File: src/rtl/fetch_ctrl_pkg.sv
// fetch_ctrl_pkg: shared definitions for the instruction-fetch sequencer.
// State encoding, default vectors and the PC increment shared with the
// fetch-stage adder.
package fetch_ctrl_pkg;

  // Fetch sequencer states
  typedef enum logic [1:0] {
    ST_BOOT  = 2'd0,
    ST_RUN   = 2'd1,
    ST_WAIT  = 2'd2,
    ST_STALL = 2'd3
  } fetch_state_e;

  // Default PC after reset
  localparam logic [31:0] RESET_VEC_DEF = 32'h0000_0000;
  // Default PC loaded on a misaligned redirect (alignment-trap builds only)
  localparam logic [31:0] TRAP_VEC_DEF  = 32'h0000_0080;
  // Sequential increment; the fetch-stage adder uses the same value
  localparam logic [31:0] INC_VAL       = 32'h0000_0004;

  // True when the two low address bits do not describe a word boundary
  function automatic logic addr_misaligned(input logic [1:0] lsb);
    return (lsb != 2'b00);
  endfunction

endpackage : fetch_ctrl_pkg

File: src/rtl/fetch_ctrl_if_id_reg.sv
// fetch_ctrl_if_id_reg: IF/ID pipeline register.
// load   : capture a new instruction and its post-increment PC, mark valid.
// bubble : clear the valid bit only (data fields keep their last value).
// neither: hold everything (used for hazard stalls).
module fetch_ctrl_if_id_reg
  import fetch_ctrl_pkg::*;
#(
  parameter int ADDR_W = 32
) (
  input  logic              clk,
  input  logic              rst_n,
  input  logic              load,
  input  logic              bubble,
  input  logic [31:0]       instr_in,
  input  logic [ADDR_W-1:0] pc4_in,
  output logic [31:0]       if_instr,
  output logic [ADDR_W-1:0] if_pc4,
  output logic              if_valid
);

  logic [31:0]       instr_d, instr_q;
  logic [ADDR_W-1:0] pc4_d,   pc4_q;
  logic              valid_d, valid_q;

  // Next-value selection: load has priority over bubble, otherwise hold
  always_comb begin
    instr_d = instr_q;
    pc4_d   = pc4_q;
    valid_d = valid_q;
    if (load) begin
      instr_d = instr_in;
      pc4_d   = pc4_in;
      valid_d = 1'b1;
    end else if (bubble) begin
      valid_d = 1'b0;
    end else begin
      valid_d = valid_q;
    end
  end

  // IF/ID storage, cleared asynchronously on reset
  always_ff @(posedge clk or negedge rst_n) begin
    if (!rst_n) begin
      instr_q <= 32'h0000_0000;
      pc4_q   <= {ADDR_W{1'b0}};
      valid_q <= 1'b0;
    end else begin
      instr_q <= instr_d;
      pc4_q   <= pc4_d;
      valid_q <= valid_d;
    end
  end

  assign if_instr = instr_q;
  assign if_pc4   = pc4_q;
  assign if_valid = valid_q;

endmodule : fetch_ctrl_if_id_reg

File: src/rtl/fetch_ctrl.sv
// fetch_ctrl: instruction-fetch sequencer for the 16-bit MIPS pipeline.
// Owns the fetch PC and the IF/ID register. Next PC is sequential
// (post_inc_pc from the fetch-stage adder), redirect, or hold.
// Optional feature macro: FETCH_ALIGN_TRAP_EN -- a misaligned redirect
// loads TRAP_VEC and pulses trap_out; without it the target's low two
// bits are forced to zero and trap_out stays 0.
module fetch_ctrl
  import fetch_ctrl_pkg::*;
#(
  parameter int              ADDR_W    = 32,
  parameter logic [ADDR_W-1:0] RESET_VEC = ADDR_W'(RESET_VEC_DEF),
  parameter logic [ADDR_W-1:0] TRAP_VEC  = ADDR_W'(TRAP_VEC_DEF)
) (
  input  logic              clk,
  input  logic              rst_n,
  output logic [ADDR_W-1:0] pc_out,
  input  logic [ADDR_W-1:0] post_inc_pc,
  input  logic [31:0]       instr_in,
  input  logic              imem_ready,
  input  logic              stall_in,
  input  logic              redirect_valid,
  input  logic [ADDR_W-1:0] redirect_target,
  output logic [31:0]       if_instr,
  output logic [ADDR_W-1:0] if_pc4,
  output logic              if_valid,
  output logic              trap_out
);

`ifdef FETCH_ALIGN_TRAP_EN
  localparam logic ALIGN_TRAP_EN = 1'b1;
`else
  localparam logic ALIGN_TRAP_EN = 1'b0;
`endif

  fetch_state_e      state_d, state_q;
  logic [ADDR_W-1:0] pc_d,    pc_q;
  logic              trap_d,  trap_q;

  logic              ifid_load_s;
  logic              ifid_bubble_s;
  logic              target_misaligned_s;
  logic [ADDR_W-1:0] target_aligned_s;

  assign target_misaligned_s = addr_misaligned(redirect_target[1:0]);
  assign target_aligned_s    = {redirect_target[ADDR_W-1:2], 2'b00};

  // Next-state, next-PC and IF/ID control, in the priority order:
  // redirect (not in BOOT) > boot idle > stall > imem wait > sequential fetch
  always_comb begin
    state_d       = state_q;
    pc_d          = pc_q;
    trap_d        = 1'b0;
    ifid_load_s   = 1'b0;
    ifid_bubble_s = 1'b0;
    case (state_q)
      ST_BOOT: begin
        // One idle cycle after reset release; redirects are ignored here
        state_d = ST_RUN;
      end
      ST_RUN, ST_WAIT, ST_STALL: begin
        if (redirect_valid) begin
          // Flush wins over stall and wait; costs one bubble
          ifid_bubble_s = 1'b1;
          state_d       = ST_RUN;
          if (ALIGN_TRAP_EN && target_misaligned_s) begin
            pc_d   = TRAP_VEC;
            trap_d = 1'b1;
          end else begin
            pc_d   = target_aligned_s;
            trap_d = 1'b0;
          end
        end else if (stall_in) begin
          // Hold PC and IF/ID untouched (not bubbled)
          state_d = ST_STALL;
        end else if (!imem_ready) begin
          // Memory not ready: keep PC, insert a bubble
          ifid_bubble_s = 1'b1;
          state_d       = ST_WAIT;
        end else begin
          // Normal fetch: capture instruction, advance PC
          ifid_load_s = 1'b1;
          pc_d        = post_inc_pc;
          state_d     = ST_RUN;
        end
      end
      default: begin
        state_d = ST_BOOT;
        pc_d    = RESET_VEC;
      end
    endcase
  end

  // FSM state, PC and trap pulse registers; reset aborts immediately
  always_ff @(posedge clk or negedge rst_n) begin
    if (!rst_n) begin
      state_q <= ST_BOOT;
      pc_q    <= RESET_VEC;
      trap_q  <= 1'b0;
    end else begin
      state_q <= state_d;
      pc_q    <= pc_d;
      trap_q  <= trap_d;
    end
  end

  assign pc_out   = pc_q;
  assign trap_out = trap_q;

  fetch_ctrl_if_id_reg #(
    .ADDR_W (ADDR_W)
  ) u_if_id_reg (
    .clk      (clk),
    .rst_n    (rst_n),
    .load     (ifid_load_s),
    .bubble   (ifid_bubble_s),
    .instr_in (instr_in),
    .pc4_in   (post_inc_pc),
    .if_instr (if_instr),
    .if_pc4   (if_pc4),
    .if_valid (if_valid)
  );

endmodule : fetch_ctrl

File: config.mk
export PLATFORM = sky130hd
export DESIGN_NAME = fetch_ctrl
export DESIGN_NICKNAME = d
export VERILOG_FILES = /design/src/rtl/fetch_ctrl_pkg.sv /design/src/rtl/fetch_ctrl_if_id_reg.sv /design/src/rtl/fetch_ctrl.sv
export SDC_FILE = /design/constraint.sdc
export NUM_CORES = 1
export LEC_CHECK = 0
export BUFFER_PORTS_ARGS = -buffer_cell sky130_fd_sc_hd__buf_2
export CORE_ASPECT_RATIO = 0.6
export CORE_MARGIN = 2
export CORE_UTILIZATION = 46
export CTS_CLUSTER_SIZE = 20
export DETAILED_ROUTE_END_ITERATION = 12
export PLACE_DENSITY = 0.8
export SETUP_SLACK_MARGIN = 0.5
export SYNTH_ARGS = -nofsm -noshare
export SYNTH_HDL_FRONTEND = slang
export SYNTH_SLANG_ARGS = --single-unit
File: constraint.sdc
create_clock -name clk -period 1.7 [get_ports clk]
set_input_delay 0.255 -clock clk [delete_from_list [all_inputs] [get_ports clk]]
set_output_delay 0.255 -clock clk [all_outputs]
set_load 0.01 [all_outputs]
======== Yosys cells after proc, flatten, opt, wreduce, memory -nomap -nowiden ========
Index checks and enable logic that the tools add are counted.
word-level totals
  output and inout bits ................... 98
  bits in registers ....................... 99
  word-level logic and storage cells ...... 31
  bits of input ports ..................... 101
cells by class
  reduce and logical (&&, ||, !) cells .... 5
  multiplexer cells ....................... 17
  eq/ne operators ......................... 4
operators with widths
  operator            count
  $mux 32             3
  $mux 1              10
  $mux 2              3
  $eq 2x2->1 const B  2
  $pmux 2 s2          1
  $reduce_bool 2->1   2
  $reduce_and 3->1    1
  $reduce_or 3->1     1
  $eq 2x1->1 const B  1
  $logic_not 2->1     1
  $ne 2x1->1 const B  1

======== Longest topological paths before layout ========
  depth in word-level cells ............... 6
  depth in mapped cells ................... 5

======== Hierarchy ========
A second synthesis with hierarchy kept.
unflattened totals
  cells, all modules ...................... 256
  area, all modules ....................... 4530.6 um^2
by module, submodules not included
  module                cells each  area each (um^2)  instances
  fetch_ctrl_if_id_reg  138         2615.0            1
  fetch_ctrl            118         1915.6            1

======== Least setup slack after synthesis ========
OpenSTA, ideal clock, no wires.
  path type ............................... input to register
  start ................................... in redirect_valid
  end ..................................... reg u_if_id_reg.instr_q[24], in the netlist u_if_id_reg.if_instr[24]
  setup time .............................. 0.127 ns
  cell stages on the path ................. 5
  required time ........................... 1.573 ns
  buffers on the path ..................... 3
  path slack .............................. 0.327 ns
  arrival ................................. 1.246 ns
  cell sequence ........................... buf_4 > nor3_2 > buf_6 > buf_6 > mux2_1
on the way
  word-level cells in the longest chain between the ends .. 2
RTL lines
  what                  RTL line                    text
  start, declared       fetch_ctrl.sv:21            input logic redirect_valid,
  $mux 1                fetch_ctrl.sv:61            if (redirect_valid) begin
  $mux 1                fetch_ctrl.sv:55            case (state_q)
  end signal, assigned  fetch_ctrl_if_id_reg.sv:48  instr_q <= instr_d;
  end, declared         fetch_ctrl_if_id_reg.sv:21  logic [31:0] instr_d, instr_q;
Every way passes these cells.
A chain may end at the register's enable or synchronous reset.

======== Final worst setup path ========
  start ................................... reg state_q[0]
  end ..................................... reg u_if_id_reg.instr_q[16], in the netlist u_if_id_reg.if_instr[16]
on the way
  word-level cells in the longest chain between the ends .. 3
  elaborated cells between the ends (all ways) .. 5
  classes of those cells .................. eq/ne (3); mux (1); reduce/logical (1)
RTL lines
  what                                      RTL line           text
  start, declared                           fetch_ctrl.sv:35   fetch_state_e state_d, state_q;
  start signal, assigned                    fetch_ctrl.sv:100  state_q <= state_d;
  $eq 2x1->1 or $eq 2x2->1 (tied branches)  fetch_ctrl.sv:55
  $reduce_or 3->1 (*)                       fetch_ctrl.sv:55
  $mux 1 (*)                                fetch_ctrl.sv:55
Mark *: on every way between the ends. The rest lies on a longest branch, timed or not.

==> results.toml <==
[job]
maxCapViolations = 0

[cells_and_area]
nets = 568
antenna_cells = 0
drive_above_1_share = 0.715
multi_input_comb_area_mm2 = 0.00168
area_growth_pct = 46.9
regArea_mm2 = 0.00248
n_fill_cell = 617

[clock_tree]
cts_sinks = 99
numCtsBuffers = 9
h-tree-depth = 3
cts_root_buf = "clkbuf_16"
clk_pin_slew_ps = 60
cts_tree = "built"
worstSkewPairLatency_ps = 340
clockBufferDepth = 2

[detailed_routing]
drc = 0
dr.pass1.iters = 4
via_per_inst = 5.04
drt_wl_total_um = 10700
wire_per_inst_um = 18.4
num_vias = 2939
ant_nets = 0
initialDrtViolationCount = 82

[die]
ios = 199
die_h_um = 77.0
die_w_um = 126
die_area_mm2 = 0.00968
start_util = 0.478
core_mm2 = 0.00856
fp-row-count = 26

[global_route]
antenna_found_initial = 0
grt_pass1_vias = 3170
grt-ovfl-total = 0
grt_max_degree = 47
grt_usage = 0.217
grt_pass1_wl_um = 16200

[hold_path]
min_path_cells = 2
hold_end = "u_if_id_reg.if_instr[26]$_DFFE_PN0P_"
hp-class = "in2reg"
min_from = "instr_in[26]"

[logic_synthesis]
ys_seq_area_frac = 0.606
yosysUniqueCellTypes = 20
syn-num-nets = 354
synth_area_mm2 = 0.00409
yosysWarnings = 0
synth.avg_cell_area_um2 = 16.2
syn_inst = 253
synth_seq_cells = 99

[critical_path]
worst_r2r_path_depth = 5
reg2reg_slack_ps = 260
cpMaxStageDelayCell = "dfrtp_1"
worst_setup_path_end_kind = "flop"
worstReg2RegEnd = "u_if_id_reg.if_instr[16]$_DFFE_PN0P_"
worstReg2RegStart = "state_q[0]$_DFF_PN0_"
slowest_delay_ps = 390
worstPathArrival_ps = 1660
crit_chain = "nor2_4 > nor3_4 > buf_6 > buf_12 > mux2_2"
worst-setup-path-type = "reg2reg"
required_ps = 1920
critPathMaxFanout = 12
critPathLaunchType = "flop"

[placed_design]
place.gp.congestion = 0.782
port_buffers = 195
dpl.hpwl_um = 6970

[sta]
finClkSkew_ps = 5.69
period_share = 0.848
worst_pin_slew_ps = 501
hold_violations = 0
setup_viol = 0
fmax_ghz = 0.694
fin_crit_ps = 1440
rsz0062_at_grt = "true"
fin_setup_tns_ps = 0
maxSlewViolCount = 0
maxSlewHeadroom = 0.666
timing.hold.ws_ps = 139

[power_and_ir_drop]
p_total_mw = 6.90
p_leak_nw = 2.98
ir_drop_mv = 0.698
pwr_density_cell_mw_per_mm2 = 1150

[run_status]
status = "finished, final reports clean"
layer usage:
metal	global-route usage	routed length, um	part of all wire
met5	0	0	0
met4	0.0622	119	0.011
met3	0.0921	936	0.087
met2	0.352	4950	0.46
met1	0.267	4730	0.44
cells in the mapped netlist (all sizes together):
cell type	number	share of area
nand2	1	0.00092
o22ai	1	0.0015
a2bb2oi	1	0.0021
a22o	2	0.0043
o21ai	1	0.0012
buf	15	0.029
or4	1	0.0018
mux2	124	0.34
dfrtp	99	0.61
nor2	1	0.0015
inv	1	0.00092
nand2b	1	0.0015
a21oi	1	0.0012
conb	1	0.00092
nor2b	1	0.0015
nor3	2	0.0037
how the worst max path moves through the flow:
stage | from | endpoint | slack [ps]
2_1_floorplan | state_q[1]$_DFF_PN0_ | u_if_id_reg.if_instr[24]$_DFFE_PN0P_ | 350
3_3_place_gp | stall_in | u_if_id_reg.if_instr[4]$_DFFE_PN0P_ | 60
3_5_place_dp | stall_in | u_if_id_reg.if_instr[31]$_DFFE_PN0P_ | 30
4_1_cts | state_q[0]$_DFF_PN0_ | u_if_id_reg.if_instr[31]$_DFFE_PN0P_ | 240
5_1_grt | state_q[1]$_DFF_PN0_ | u_if_id_reg.if_pc4[19]$_DFFE_PN0P_ | 190
6_report | state_q[0]$_DFF_PN0_ | u_if_id_reg.if_instr[16]$_DFFE_PN0P_ | 260
cell families after synthesis:
logic type	after synthesis	share of synthesized area
mux	124	0.342
flops	99	0.606
buf+inv	16	0.0300
simple gates	7	0.0110
compound gates	6	0.0104
other cells	1	0.000917
report_power, final:
| part | switching [mW] | total [mW] | internal [mW] |
|---|---|---|---|
| Clock | 0.850 | 2.28 | 1.43 |
| Combinational | 0.712 | 1.63 | 0.915 |
| Sequential | 0.217 | 2.99 | 2.78 |
through the flow:
step / util / instance area [um2] / instances / setup slack [ps]
after floorplan: - / 4110 / 253 / 347
after global routing: 0.702 / 6000 / 583 / 193
final: 0.702 / 6000 / 583 / 259
after global placement: 0.612 / 5240 / 555 / 60.4
after CTS: 0.675 / 5770 / 578 / 245
after detailed placement: 0.612 / 5240 / 555 / 27.1
sequential cells by signal, indices dropped and copies added, names as in the netlist:
register	flops
pc_out	32
state_q	2
u_if_id_reg.if_valid	1
u_if_id_reg.if_instr	32
u_if_id_reg.if_pc4	32
cell type report:
cell class	instances	share of cell area
multi-input combinational	138	0.280
timing repair buffer	218	0.229
tap	112	0.0233
inverter	1	0.000625
clock buffer	10	0.0381
sequential	99	0.413
clock inverter	5	0.0171
cells in the final DEF, fill, tap and decap left out, types with 3 or more instances in the layout:
cell type / instances
buf_2: 194
mux2_2: 58
clkbuf_16: 13
buf_16: 3
buf_6: 5
bufinv_16: 3
buf_4: 5
mux2_4: 45
buf_12: 5
mux2_1: 21
dfrtp_1: 99
worst max-delay path, delay by kind of cell (launching register included):
kind                   cells  cell delay, ps
and+or+nand+nor            2             220
muxes                      1             350
DFF                        1             390
buffers and inverters      2             360
repair_timing:
item / in CTS / in global routing
cloned: 3 / 4
endpoints found under the setup margin: 96 / 96
setup buffers: 4 / 1
resized for setup: 24 / 33
pin swaps: 2 / 2
hold buffers: 1 / 0
hold endpoints to repair: 34 / 0
(Power assumes the default switching activity.)
